==> src/rtl/mdu_seq.sv <==
// mdu_seq: iterative RV32M multiply/divide sequencer.
// One operation at a time. A multiply is done by shift-add and a divide
// by restoring division, one bit per cycle over XLEN cycles, on operand
// magnitudes. The sign is fixed up afterwards and the result is held.
// States: IDLE -> PREP -> CALC -> FIX -> DONE -> IDLE.
// If FAST_SPECIAL=1, divide-by-zero and signed-overflow divides go
// straight from PREP to DONE.
module mdu_seq #(
  parameter int XLEN         = 32,
  parameter bit FAST_SPECIAL = 1'b1
) (
  input  logic            clk,
  input  logic            rst,
  input  logic            start,
  input  logic [2:0]      func3,
  input  logic [XLEN-1:0] op_a,
  input  logic [XLEN-1:0] op_b,
  input  logic            flush,
  output logic            busy,
  output logic            done,
  output logic [XLEN-1:0] result
);

  localparam int CW = (XLEN > 1) ? $clog2(XLEN) : 1;

  localparam logic [2:0] S_IDLE = 3'd0;
  localparam logic [2:0] S_PREP = 3'd1;
  localparam logic [2:0] S_CALC = 3'd2;
  localparam logic [2:0] S_FIX  = 3'd3;
  localparam logic [2:0] S_DONE = 3'd4;

  localparam logic [CW-1:0]   CNT_LAST = CW'(XLEN - 1);
  localparam logic [XLEN-1:0] ALL_ONES = {XLEN{1'b1}};
  localparam logic [XLEN-1:0] ZERO_X   = {XLEN{1'b0}};
  localparam logic [XLEN-1:0] MIN_NEG  = {1'b1, {(XLEN-1){1'b0}}};

  // Result of a special-case divide.
  // Divide by zero: quotient is all ones and the remainder is the dividend.
  // Signed overflow: quotient is the dividend and the remainder is zero.
  function automatic logic [XLEN-1:0] special_result(
    input logic            is_rem,
    input logic            by_zero,
    input logic [XLEN-1:0] dividend
  );
    logic [XLEN-1:0] r;
    if (by_zero) begin
      r = is_rem ? dividend : ALL_ONES;
    end else begin
      r = is_rem ? ZERO_X : dividend;
    end
    return r;
  endfunction

  // Registered state and datapath
  logic [2:0]        state_q,   state_d;
  logic [2:0]        func3_q,   func3_d;
  logic [XLEN-1:0]   a_q,       a_d;
  logic [XLEN-1:0]   b_q,       b_d;
  logic              neg_a_q,   neg_a_d;
  logic              neg_b_q,   neg_b_d;
  logic [XLEN-1:0]   mcand_q,   mcand_d;   // multiplicand or divisor magnitude
  logic [2*XLEN-1:0] acc_q,     acc_d;     // hi:lo = product:multiplier or rem:quot
  logic [CW-1:0]     cnt_q,     cnt_d;
  logic [XLEN-1:0]   result_q,  result_d;
  logic              done_q,    done_d;
  logic              busy_q,    busy_d;

  // Combinational helpers
  logic              is_div_s;
  logic              a_signed_s;
  logic              b_signed_s;
  logic              div_zero_s;
  logic              div_ovf_s;
  logic              special_s;
  logic [XLEN-1:0]   mag_a_s;
  logic [XLEN-1:0]   mag_b_s;
  logic [XLEN:0]     mul_sum_s;
  logic [2*XLEN-1:0] mul_next_s;
  logic [XLEN:0]     rem_sh_s;
  logic [XLEN-1:0]   div_sub_s;
  logic              div_ge_s;
  logic [2*XLEN-1:0] div_next_s;
  logic [2*XLEN-1:0] prod_fix_s;
  logic [XLEN-1:0]   quot_fix_s;
  logic [XLEN-1:0]   rem_fix_s;
  logic [XLEN-1:0]   fix_res_s;

  assign busy   = busy_q;
  assign done   = done_q;
  assign result = result_q;

  // Decode the latched operation: signedness, special divides, magnitudes
  always_comb begin
    is_div_s   = func3_q[2];
    a_signed_s = (func3_q == 3'b001) || (func3_q == 3'b010) ||
                 (func3_q == 3'b100) || (func3_q == 3'b110);
    b_signed_s = (func3_q == 3'b001) || (func3_q == 3'b100) ||
                 (func3_q == 3'b110);
    div_zero_s = is_div_s && (b_q == ZERO_X);
    div_ovf_s  = is_div_s && !func3_q[0] && (a_q == MIN_NEG) && (b_q == ALL_ONES);
    special_s  = div_zero_s || div_ovf_s;
    if (a_signed_s && a_q[XLEN-1]) begin
      mag_a_s = ZERO_X - a_q;
    end else begin
      mag_a_s = a_q;
    end
    if (b_signed_s && b_q[XLEN-1]) begin
      mag_b_s = ZERO_X - b_q;
    end else begin
      mag_b_s = b_q;
    end
  end

  // One CALC step for each operation: shift-add multiply, restoring divide
  always_comb begin
    mul_sum_s  = {1'b0, acc_q[2*XLEN-1:XLEN]} +
                 {1'b0, (acc_q[0] ? mcand_q : ZERO_X)};
    mul_next_s = {mul_sum_s, acc_q[XLEN-1:1]};
    // The shifted remainder needs XLEN+1 bits before the trial subtract.
    rem_sh_s   = acc_q[2*XLEN-1:XLEN-1];
    div_ge_s   = (rem_sh_s >= {1'b0, mcand_q});
    div_sub_s  = rem_sh_s[XLEN-1:0] - mcand_q;
    if (div_ge_s) begin
      div_next_s = {div_sub_s, acc_q[XLEN-2:0], 1'b1};
    end else begin
      div_next_s = {rem_sh_s[XLEN-1:0], acc_q[XLEN-2:0], 1'b0};
    end
  end

  // Sign fix-up and result selection, with the special-case override
  always_comb begin
    if (neg_a_q ^ neg_b_q) begin
      prod_fix_s = {(2*XLEN){1'b0}} - acc_q;
      quot_fix_s = ZERO_X - acc_q[XLEN-1:0];
    end else begin
      prod_fix_s = acc_q;
      quot_fix_s = acc_q[XLEN-1:0];
    end
    if (neg_a_q) begin
      rem_fix_s = ZERO_X - acc_q[2*XLEN-1:XLEN];
    end else begin
      rem_fix_s = acc_q[2*XLEN-1:XLEN];
    end
    case (func3_q)
      3'b000:                 fix_res_s = prod_fix_s[XLEN-1:0];
      3'b001, 3'b010, 3'b011: fix_res_s = prod_fix_s[2*XLEN-1:XLEN];
      3'b100, 3'b101:         fix_res_s = quot_fix_s;
      3'b110, 3'b111:         fix_res_s = rem_fix_s;
      default:                fix_res_s = ZERO_X;
    endcase
    if (special_s) begin
      fix_res_s = special_result(func3_q[1], div_zero_s, a_q);
    end else begin
      fix_res_s = fix_res_s;
    end
  end

  // Next-state and datapath update for the sequencer
  always_comb begin
    state_d  = state_q;
    func3_d  = func3_q;
    a_d      = a_q;
    b_d      = b_q;
    neg_a_d  = neg_a_q;
    neg_b_d  = neg_b_q;
    mcand_d  = mcand_q;
    acc_d    = acc_q;
    cnt_d    = cnt_q;
    result_d = result_q;
    case (state_q)
      S_IDLE: begin
        if (start && !flush) begin
          func3_d = func3;
          a_d     = op_a;
          b_d     = op_b;
          state_d = S_PREP;
        end else begin
          state_d = S_IDLE;
        end
      end
      S_PREP: begin
        if (flush) begin
          state_d = S_IDLE;
        end else begin
          neg_a_d = a_signed_s && a_q[XLEN-1];
          neg_b_d = b_signed_s && b_q[XLEN-1];
          cnt_d   = {CW{1'b0}};
          if (is_div_s) begin
            acc_d   = {ZERO_X, mag_a_s};
            mcand_d = mag_b_s;
          end else begin
            acc_d   = {ZERO_X, mag_b_s};
            mcand_d = mag_a_s;
          end
          if (FAST_SPECIAL && special_s) begin
            result_d = special_result(func3_q[1], div_zero_s, a_q);
            state_d  = S_DONE;
          end else begin
            state_d = S_CALC;
          end
        end
      end
      S_CALC: begin
        if (flush) begin
          state_d = S_IDLE;
        end else begin
          acc_d = is_div_s ? div_next_s : mul_next_s;
          cnt_d = cnt_q + CW'(1);
          if (cnt_q == CNT_LAST) begin
            state_d = S_FIX;
          end else begin
            state_d = S_CALC;
          end
        end
      end
      S_FIX: begin
        if (flush) begin
          state_d = S_IDLE;
        end else begin
          result_d = fix_res_s;
          state_d  = S_DONE;
        end
      end
      S_DONE: begin
        state_d = S_IDLE;
      end
      default: begin
        state_d = S_IDLE;
      end
    endcase
    done_d = (state_d == S_DONE);
    busy_d = (state_d != S_IDLE);
  end

  // State registers with synchronous active-high reset
  always_ff @(posedge clk) begin
    if (rst) begin
      state_q  <= S_IDLE;
      func3_q  <= 3'b000;
      a_q      <= ZERO_X;
      b_q      <= ZERO_X;
      neg_a_q  <= 1'b0;
      neg_b_q  <= 1'b0;
      mcand_q  <= ZERO_X;
      acc_q    <= {(2*XLEN){1'b0}};
      cnt_q    <= {CW{1'b0}};
      result_q <= ZERO_X;
      done_q   <= 1'b0;
      busy_q   <= 1'b0;
    end else begin
      state_q  <= state_d;
      func3_q  <= func3_d;
      a_q      <= a_d;
      b_q      <= b_d;
      neg_a_q  <= neg_a_d;
      neg_b_q  <= neg_b_d;
      mcand_q  <= mcand_d;
      acc_q    <= acc_d;
      cnt_q    <= cnt_d;
      result_q <= result_d;
      done_q   <= done_d;
      busy_q   <= busy_d;
    end
  end

endmodule

==> config.mk <==
export PLATFORM = sky130hd
export DESIGN_NAME = mdu_seq
export DESIGN_NICKNAME = d
export VERILOG_FILES = /design/src/rtl/mdu_seq.sv
export SDC_FILE = /design/constraint.sdc
export NUM_CORES = 1
export LEC_CHECK = 0
export ABC_AREA = 0
export CORE_ASPECT_RATIO = 1.2
export CORE_MARGIN = 1.5
export CORE_UTILIZATION = 55
export DETAILED_ROUTE_END_ITERATION = 7
export PLACE_DENSITY = 0.75
export SYNTH_ARGS = -nofsm -noshare
export SYNTH_HDL_FRONTEND = slang
export SYNTH_SLANG_ARGS = --single-unit
export TNS_END_PERCENT = 50
==> constraint.sdc <==
create_clock -name clk -period 6.1 [get_ports clk]
set_clock_uncertainty 0.1 [all_clocks]
set_input_delay 1.525 -clock clk [delete_from_list [all_inputs] [get_ports clk]]
set_output_delay 1.525 -clock clk [all_outputs]
set_load 0.01 [all_outputs]
After elaboration in Yosys (flattened, before gate mapping)
Cells that the tools add are included.

storage, ports and cells
  register bits after elaboration = 207
  input port bits = 71
  output and inout port bits = 34
  word-level logic and storage cells = 101

cells by class
  $add $sub $neg = 8
  magnitude comparators = 1
  eq/ne operators = 18
  multiplexer cells = 32
  bitwise gates (word level) = 2
  reductions and logical operators = 28

operators with widths
  kind                     count
  $mux W32                 14
  $mux W64                 5
  $pmux W32 S4             1
  $pmux W64 S2             1
  $sub A1 B32 Y32 const A  4
  $eq A32 B32 Y1 const B   2
  $pmux W32 S2             1
  $sub A1 B64 Y64 const A  1
  $add A32 B32 Y33         1
  $ge A33 B32 Y1           1
  $logic_not A32 Y1        1
  $sub A32 B32 Y32         1
  $eq A3 B3 Y1 const B     5
  $eq A3 B2 Y1 const B     4
  $pmux W3 S4              1
  $mux W5                  2
  $pmux W5 S2              1
  $mux W3                  3
  $ne A2 B2 Y1 const B     4
  $logic_and A1 B1 Y1      7
  $eq A3 B1 Y1 const B     2
  $logic_not A3 Y1         2
  $logic_or A1 B1 Y1       6
  $add A5 B1 Y5 const B    1
  other kinds (13)         18

Logic depth before layout (Yosys ltp)
Gate-level depths: netlist of the first run.

  depth in word-level cells = 9
  gate-level depth with buffers = 15
  depth with buffers taken out = 13

Least setup slack after synthesis of the first run
OpenSTA, ideal clock, no wires.

  path type = register to register
  start point = reg acc_q[0]
  end point = reg acc_q[62]
  setup time = 0.116 ns
  arrival = 3.175 ns
  required time = 5.884 ns
  setup slack = 2.710 ns
  cell stages (with the launch flop) = 15
  buffers on the path = 2
  period minus slack after synthesis = 3.390 ns
  path through = dfxtp_1 clkbuf_1 inv_1 clkbuf_1 nor2_1 ha_1 a2111o_1 a21oi_1 o31a_1 o21ai_0 a211o_1 a211oi_1 xor2_1 nand3_1 and3_1

on the way
  cells in the longest elaborated chain, start to end = 5

RTL lines
  item                    RTL line  RTL
  from (decl)             62        logic [2*XLEN-1:0] acc_q, acc_d;
  from (signal assigned)  245       acc_q <= {(2*XLEN){1'b0}};
  $mux W32                117       {1'b0, (acc_q[0] ? mcand_q : ZERO_X)};
  $add A32 B32 Y33        116       mul_sum_s = {1'b0, acc_q[2*XLEN-1:XLEN]} +
  $mux W64                207       acc_d = is_div_s ? div_next_s : mul_next_s;
  $mux W64                204       if (flush) begin
  $pmux W64 S2            170       case (state_q)

No other way between the ends. The select of a mux whose other input is x is not followed.
A chain may end at the register's enable or synchronous reset.

Worst setup path in the final report of the first run
  start point = reg acc_q[0]
  end point = reg result_q[22], in the netlist result[22]

on the way
  cells in the longest elaborated chain, start to end = 6
  elaborated cells between the ends (all ways) = 8
  those cells by class = add/sub (2); mux (6)

RTL lines
  item                                                RTL line  RTL
  $sub A1 B64 Y64 or $sub A1 B32 Y32 (tied branches)  133, 134
  $mux W64 or $mux W32 (tied branches)                132       if (neg_a_q ^ neg_b_q) begin
  $pmux W32 S4 *                                      144       case (func3_q)
  $mux W32 *                                          151       if (special_s) begin
  $mux W32 *                                          217       if (flush) begin
  $pmux W32 S2 *                                      170
  to (signal assigned)                                260       result_q <= result_d;
  to (decl)                                           64        logic [XLEN-1:0] result_q, result_d;

Mark *: on every way between the ends. The rest lies on a longest branch, timed or not. The select of a mux whose other input is x is not followed.

==> results of run 1 <==
[metal layers]
metal	wire (um)	global-route usage (%)
met5	13	0
met4	4930	26.1
met3	5680	7.20
met2	28500	61.6
met1	25300	48.9
[tightest hold or removal path: cells and delay by family (launching register included)]
family             cells  cell delay, ns
AOI/OAI and AO/OA      1            0.05
and+or+nand+nor        1            0.05
DFF                    1            0.31
[through the flow]
stage / total power (uW) / util (%) / hold WS (ns) / area, um^2
finish: 3510 / 62.3 / 0.352 / 19100
global route: 3630 / 62.3 / 0.363 / 19100
CTS: 3510 / 62.3 / 0.353 / 19100
global placement: 2100 / 59.9 / 0.338 / 18400
detailed placement: 2110 / 59.9 / 0.346 / 18400
floorplan: 1900 / - / 0.332 / 17200
[final timing paths]
check / depth (start not counted) / startpoint / slack (ns) / to
worst min-delay path: 2 / mcand_q[2] / 0.35 / mcand_q[2]
worst min register to register: 2 / mcand_q[2] / 0.35 / mcand_q[2]
worst max-delay path: 11 / acc_q[0] / 1.47 / result[22]
worst max register to register: 11 / acc_q[0] / 1.47 / result[22]
[final cells by class]
| class | instances | area share [%] |
|---|---|---|
| multi-input combinational | 1962 | 63.3 |
| sequential | 207 | 21.7 |
| timing repair buffer | 145 | 7.05 |
| clock buffer | 29 | 3.18 |
| tap | 396 | 2.59 |
| inverter | 75 | 1.47 |
| clock inverter | 10 | 0.708 |
[cell usage after synthesis (all sizes together), types with 40 or more instances]
cell / count / share of area, %
xor2: 89 / 4.5
a211oi: 40 / 1.7
a21oi: 283 / 8.2
clkbuf: 151 / 3.3
nand2: 340 / 7.4
ha: 71 / 5.2
nor3: 89 / 2.7
dfxtp: 207 / 24
o21ai: 157 / 4.6
inv: 74 / 1.6
xnor2: 98 / 5.0
nor2: 260 / 5.7
[flip-flops by register name, indices dropped and copies added (netlist names)]
signal,cells
cnt_q,5
mcand_q,32
neg_b_q,1
result,32
a_q,32
state_q,3
busy,1
b_q,32
done,1
acc_q,64
neg_a_q,1
func3_q,3
[cell families after synthesis]
family,synth area share (%)
simple gates,23.7
flops,24.1
xor+xnor,9.51
mux,2.32
fa+ha+maj,6.61
compound gates,27.8
buf+inv,6.00
[report_power, final]
group / internal, uW / switching, uW / total, uW
logic: 232 / 415 / 647
registers: 1380 / 67.4 / 1450
clock network: 831 / 583 / 1410
total: 2450 / 1070 / 3510
==> results.cfg, run 1 <==
[run_status]
status = finished, final reports clean

[yosys]
netlist_area_um2 = 17200
async_flop_share_pct = 0
syn_nets = 2574
synth_edf_count = 0
netlist_instances = 2430
ys_seq_elements = 207
synth_warnings = 0
syn_area_per_cell_um2 = 7.09
synth_flop_cell = dfxtp_1
synth_cell_types = 91
yosysSeqAreaShare_pct = 24.1

[worst_setup_path]
end_kind = flop
critPathRequiredTime_ns = 6.45
critPathLaunchType = flop
max_stage_delay_ns = 0.70
cpMaxStageDelayCell = nor3_2
critPathMaxFanout = 17
arrival_ns = 4.97
critPathKind = flop to flop
worstPathCellList = inv_1 -> ha_1 -> or4b_4 -> nor3_1 -> nand2_1 -> nor3_2 -> nor2_1 -> a31oi_1 -> o311ai_0 -> a21o_1 -> a21oi_1
worst-path-buf-inv = 1
cp_top_family = simple AND/OR/NAND/NOR gates

[detailed_routing]
wl_um = 64400
viasPerCell = 6.54
ant_nets = 0
drtIter0Drc = 2100
vias = 18500
wl_per_cell_um = 22.8
drc_errors = 0
first_pass_iters = 6

[placed_design]
portBuffers = 104
finalWeightedCongestion = 1.02
dp_cells = 2785
dp_worst_setup_slack_ns = 1.64
dp_hpwl_um = 48800

[clock_tree]
clkSlewWorstSetupHoldPaths_ns = 0.07
post_cts.repair.setup_buffers = 0
cts_resized = 0
clock_latency_ns = 0.54
clock_sinks = 207
cts_tree = done
h-tree-depth = 1
cts_buffers = 23
hold_buffers = 0
cts_max_path_buffers = 3
cts_root_buf = clkbuf_16

[final_layout]
n_fill_cell = 2907
mostFrequentLayoutCell = nand2_1
syn2layout_area_growth_pct = 10.9
insertedDiodeCount = 0
layoutNonFillerInstCount = 2824
drive_gt1_share_pct = 5.44
nets = 2558
mostFrequentLayoutCells = nand2_1, a21oi_1, nor2_1, dfxtp_1, o21ai_0
multi_input_area_um2 = 12100
final-seq-area_um2 = 4150

[min_path]
hold_path_class = flop to flop

[timing]
finalMaxSlewViolations = 0
rsz0062_at_grt = false
fin_crit_ns = 4.63
fin_setup_tns_ns = 0
hold_violations = 0
tightest_slew_ns = 1.10
setup_violations = 0
fmax_mhz = 216
finalWorstSetupSlack_ns = 1.47
post-route-period-util_pct = 75.8
max_slew_margin_pct = 26.6

[flow_run]
cap_viol_max_count = 0

[global_route]
grt_pass1_wl_um = 98300
grt_pass1_vias = 17000
grtUsageTotal_pct = 39.3
grt_remaining_overflow = 0
grt_max_degree = 102
antenna_found_initial = 1

[floorplanning]
die_w_um = 165
rows = 70
core_area_um2 = 30700
io_pins = 105
fp.dieH_um = 197
initial_core_util_pct = 56.2
dieArea_um2 = 32400

[power_and_ir_drop]
power_leakage_uw = 0.00748
max-vdd-ir-drop_mv = 0.234
p_per_area_nw_per_um2 = 184
Note: power is estimated with default switching activity, not from simulation.
==> run 2: changes to the inputs <==
- clock period: 6.1 -> 4.68 ns (I/O delays scaled with it)
==> results.cfg, run 2 (synthesized netlist as in run 1, its figures left out) <==
[timing]
post-route-period-util_pct = 88.3
hold_violations = 0
setup_violations = 0
fmax_mhz = 242
rsz0062_at_grt = false
finalMaxSlewViolations = 0
fin_crit_ns = 4.13
max_slew_margin_pct = 20.5
fin_setup_tns_ns = 0
tightest_slew_ns = 1.19

[worst_setup_path]
arrival_ns = 4.52
reg2reg_slack_ns = 0.55
r2r-end = acc_q[51]
reg2reg_from = acc_q[44]
ff2ff_path_depth = 11
critPathRequiredTime_ns = 5.07
critPathMaxFanout = 21
critPathKind = flop to flop
end_kind = flop
critPathLaunchType = flop

[detailed_routing]
drc_errors = 0
wl_per_cell_um = 24.0
viasPerCell = 6.62
wl_um = 68600
ant_nets = 0
vias = 18900
drtIter0Drc = 2252
first_pass_iters = 6

[global_route]
grt_pass1_wl_um = 105000
grt_pass1_vias = 18100
antenna_found_initial = 4
met1_usage_pct = 47.7
grt_max_degree = 86
use_met3_pct = 10.1
busiest_layer = met2
grt_remaining_overflow = 0
grtUsageTotal_pct = 42.3
use_met2_pct = 69.0

[floorplanning]
die_w_um = 165
fp.dieH_um = 197
rows = 70
core_area_um2 = 30700
initial_core_util_pct = 56.2
io_pins = 105
dieArea_um2 = 32400

[clock_tree]
cts_resized = 0
clock_latency_ns = 0.56
cts_root_buf = clkbuf_16
cts_buffers = 24
post_cts.repair.setup_buffers = 0
clkSlewWorstSetupHoldPaths_ns = 0.07
hold_buffers = 0
h-tree-depth = 1
clock_sinks = 207
cts_tree = done
cts_max_path_buffers = 3

[min_path]
min_to = mcand_q[21]
holdPathStages = 2
hold_path_class = flop to flop
min_from = mcand_q[21]

[final_layout]
largest_reg_flops = 64
n_fill_cell = 2907
mostFrequentLayoutCell = nand2_1
drive_gt1_share_pct = 6.75
finalInstanceArea_um2 = 19400
mostFrequentLayoutCells = nand2_1, a21oi_1, nor2_1, dfxtp_1, o21ai_0
syn2layout_area_growth_pct = 12.7
top_register = acc_q
nets = 2585

[placed_design]
dp_hpwl_um = 51500
finalWeightedCongestion = 1.04
portBuffers = 104
placed_area_um2 = 18500

[run_status]
status = finished, final reports clean

[power_and_ir_drop]
power_leakage_uw = 0.00765
p_per_area_nw_per_um2 = 252
max-vdd-ir-drop_mv = 0.275

[flow_run]
cap_viol_max_count = 0
## run 2: changes by cell type in the layout (fill, tap and decap cells not counted)
cell        change
diode_2         +1
inv_6           +1
clkbuf_8        +2
buf_4          +26
clkinvlp_4      +5
clkbuf_16       +2
clkinv_2        -3
bufinv_16       +1
clkbuf_1        -4
## run 2: per-layer routing
layer / wire length (um) / vias to the layer above
met5: 40 / -
met4: 5740 / 6
met3: 6250 / 339
met2: 31600 / 1094
met1: 25000 / 8737
li1: - / 8713
## run 2: where the power goes
group	internal, uW	leakage, uW	total, uW	switching [uW]
clock network	1250	0.000405	2110	857
registers	1800	0.00168	1880	80.5
logic	316	0.00557	905	589
total	3370	0.00765	4890	1530
## run 2: critical path, cell delays in order (launching register included)
cell	delay (ns)
dfxtp_1	0.61
ha_1	0.40
nand4_1	0.22
nor4_1	0.09
a2111oi_0	0.39
o21ai_1	0.23
a21oi_1	0.73
o21a_1	0.50
buf_4	0.33
a21oi_1	0.10
a21boi_0	0.15
o21ai_0	0.19
## run 2: worst max path at each step
stage	start	to	slack, ns
4_1_cts	acc_q[0]	acc_q[62]	0.59
3_5_place_dp	acc_q[0]	acc_q[62]	0.62
6_report	acc_q[44]	acc_q[51]	0.55
3_3_place_gp	acc_q[0]	acc_q[62]	0.67
5_1_grt	acc_q[44]	acc_q[51]	0.31
2_1_floorplan	acc_q[0]	acc_q[62]	1.29
## run 2: cell type report
cell class | count | area (um^2) | area share, %
sequential | 207 | 4150 | 21.4
clock inverter | 14 | 196 | 1.01
antenna | 1 | 2.50 | 0.0129
timing repair buffer | 171 | 1540 | 7.94
inverter | 75 | 282 | 1.45
clock buffer | 29 | 671 | 3.45
tap | 396 | 495 | 2.55
multi-input combinational | 1962 | 12100 | 62.2
## run 2: metrics by stage
stage          instances  total power, uW  hold slack (ns)  setup slack [ns]  util, %
4_1_cts             2854             4850            0.355             0.586     63.3
6_report            2855             4890            0.353             0.549     63.3
3_5_place_dp        2811             2790            0.342             0.617     60.5
5_1_grt             2854             5030            0.372             0.314     63.3
2_1_floorplan       2430             2470            0.332              1.29        -
3_3_place_gp        2811             2770            0.338             0.674     60.5
==> run 3: changes to the inputs <==
- ABC_CLOCK_PERIOD_IN_PS: unset -> 4680
- CAP_MARGIN: unset -> 20
- REMOVE_ABC_BUFFERS: unset -> 1
==> results.cfg, run 3 (synthesized netlist as in run 1, its figures left out) <==
[timing]
fmax_mhz = 249
tightest_slew_ns = 0.912
finalMaxSlewViolations = 0
hold_violations = 0
max_slew_margin_pct = 39.2
fin_crit_ns = 4.02
worst_hold_slack_ns = 0.350
post-route-period-util_pct = 85.9
rsz0062_at_grt = false
setup_violations = 0

[global_route]
grt_pass1_wl_um = 93200
grt_max_degree = 101
antenna_found_initial = 0
grt_pass1_vias = 17400
grtUsageTotal_pct = 36.2
grt_remaining_overflow = 0

[min_path]
min_to = mcand_q[26]
hold_path_class = flop to flop
holdPathStages = 2
min_from = mcand_q[26]

[power_and_ir_drop]
max-vdd-ir-drop_mv = 0.303
power_leakage_uw = 0.00764
p_per_area_nw_per_um2 = 253

[floorplanning]
core_area_um2 = 30700
dieArea_um2 = 32400
initial_core_util_pct = 56.2
io_pins = 105
die_w_um = 165
fp.dieH_um = 197
rows = 70

[worst_setup_path]
reg2reg_from = a_q[9]
critPathKind = flop to flop
arrival_ns = 4.31
reg2reg_slack_ns = 0.66
critPathLaunchType = flop
critPathRequiredTime_ns = 4.97
critPathMaxFanout = 26
end_kind = flop
ff2ff_path_depth = 9
r2r-end = result[14]

[placed_design]
dp_hpwl_um = 44200
placed_area_um2 = 18500
finalWeightedCongestion = 1.03
portBuffers = 104

[final_layout]
nets = 2574
drive_gt1_share_pct = 6.33
largest_reg_flops = 64
syn2layout_area_growth_pct = 12.7
n_fill_cell = 2834
top_register = acc_q
mostFrequentLayoutCell = nand2_1
mostFrequentLayoutCells = nand2_1, a21oi_1, nor2_1, dfxtp_1, o21ai_0
finalInstanceArea_um2 = 19400
insertedDiodeCount = 0

[clock_tree]
cts_root_buf = clkbuf_16
clock_sinks = 207
post_cts.repair.setup_buffers = 0
cts_max_path_buffers = 3
clock_latency_ns = 0.55
h-tree-depth = 1
cts_buffers = 24
hold_buffers = 0
clkSlewWorstSetupHoldPaths_ns = 0.06
cts_tree = done
cts_resized = 0

[flow_run]
cap_viol_max_count = 0

[detailed_routing]
ant_nets = 0
vias = 18500
wl_per_cell_um = 20.8
drc_errors = 0
viasPerCell = 6.49
drtIter0Drc = 1883
first_pass_iters = 6
wl_um = 59100

[run_status]
status = finished, final reports clean
-- run 3: worst max-delay path, cell delays in order (launching register included) --
cell      delay [ns]
dfxtp_1         0.39
or4_4           0.60
nor4_2          0.40
nand4_1         0.41
o32ai_4         0.34
or3_1           0.17
buf_4           0.34
nor2_1          0.12
a221oi_1        0.80
a211oi_1        0.19
-- run 3: worst max-delay path by stage --
stage                    start          to
floorplan           func3_q[2]  result[20]
global placement      acc_q[0]   acc_q[62]
detailed placement    acc_q[0]   acc_q[61]
CTS                   acc_q[0]   acc_q[61]
global route         acc_q[39]   acc_q[39]
finish                  a_q[9]  result[14]
-- run 3: layout make-up --
| class | instances | area [um^2] | area share [%] |
|---|---|---|---|
| Timing Repair Buffer | 160 | 1500 | 7.71 |
| Clock inverter | 11 | 186 | 0.961 |
| Sequential cell | 207 | 4150 | 21.4 |
| Multi-Input combinational cell | 1962 | 12100 | 62.3 |
| Clock buffer | 33 | 716 | 3.69 |
| Tap cell | 396 | 495 | 2.55 |
| Inverter | 75 | 282 | 1.45 |
-- run 3: metal layers --
| layer | wire (um) | global-route usage, % |
|---|---|---|
| met5 | 0 | 0 |
| met2 | 27200 | 58.7 |
| met4 | 3210 | 19.9 |
| met1 | 24000 | 46.1 |
| met3 | 4670 | 5.16 |
-- run 3: power breakdown --
| group | total, uW | switching (uW) | internal (uW) |
|---|---|---|---|
| Sequential | 1880 | 75.4 | 1800 |
| Combinational | 885 | 561 | 325 |
| Clock | 2150 | 809 | 1340 |
| Total | 4920 | 1450 | 3470 |
-- run 3: per-stage QoR --
step / setup TNS (ns) / total power, uW / utilization (%) / setup WS, ns / cells
floorplan: -2.55 / 2420 / - / -0.289 / 2244
global placement: 0 / 2750 / 60.3 / 0.899 / 2799
detailed placement: 0 / 2770 / 60.3 / 0.789 / 2799
CTS: 0 / 4900 / 63.2 / 0.792 / 2843
global route: 0 / 5060 / 63.3 / 0.454 / 2844
finish: 0 / 4920 / 63.3 / 0.661 / 2844
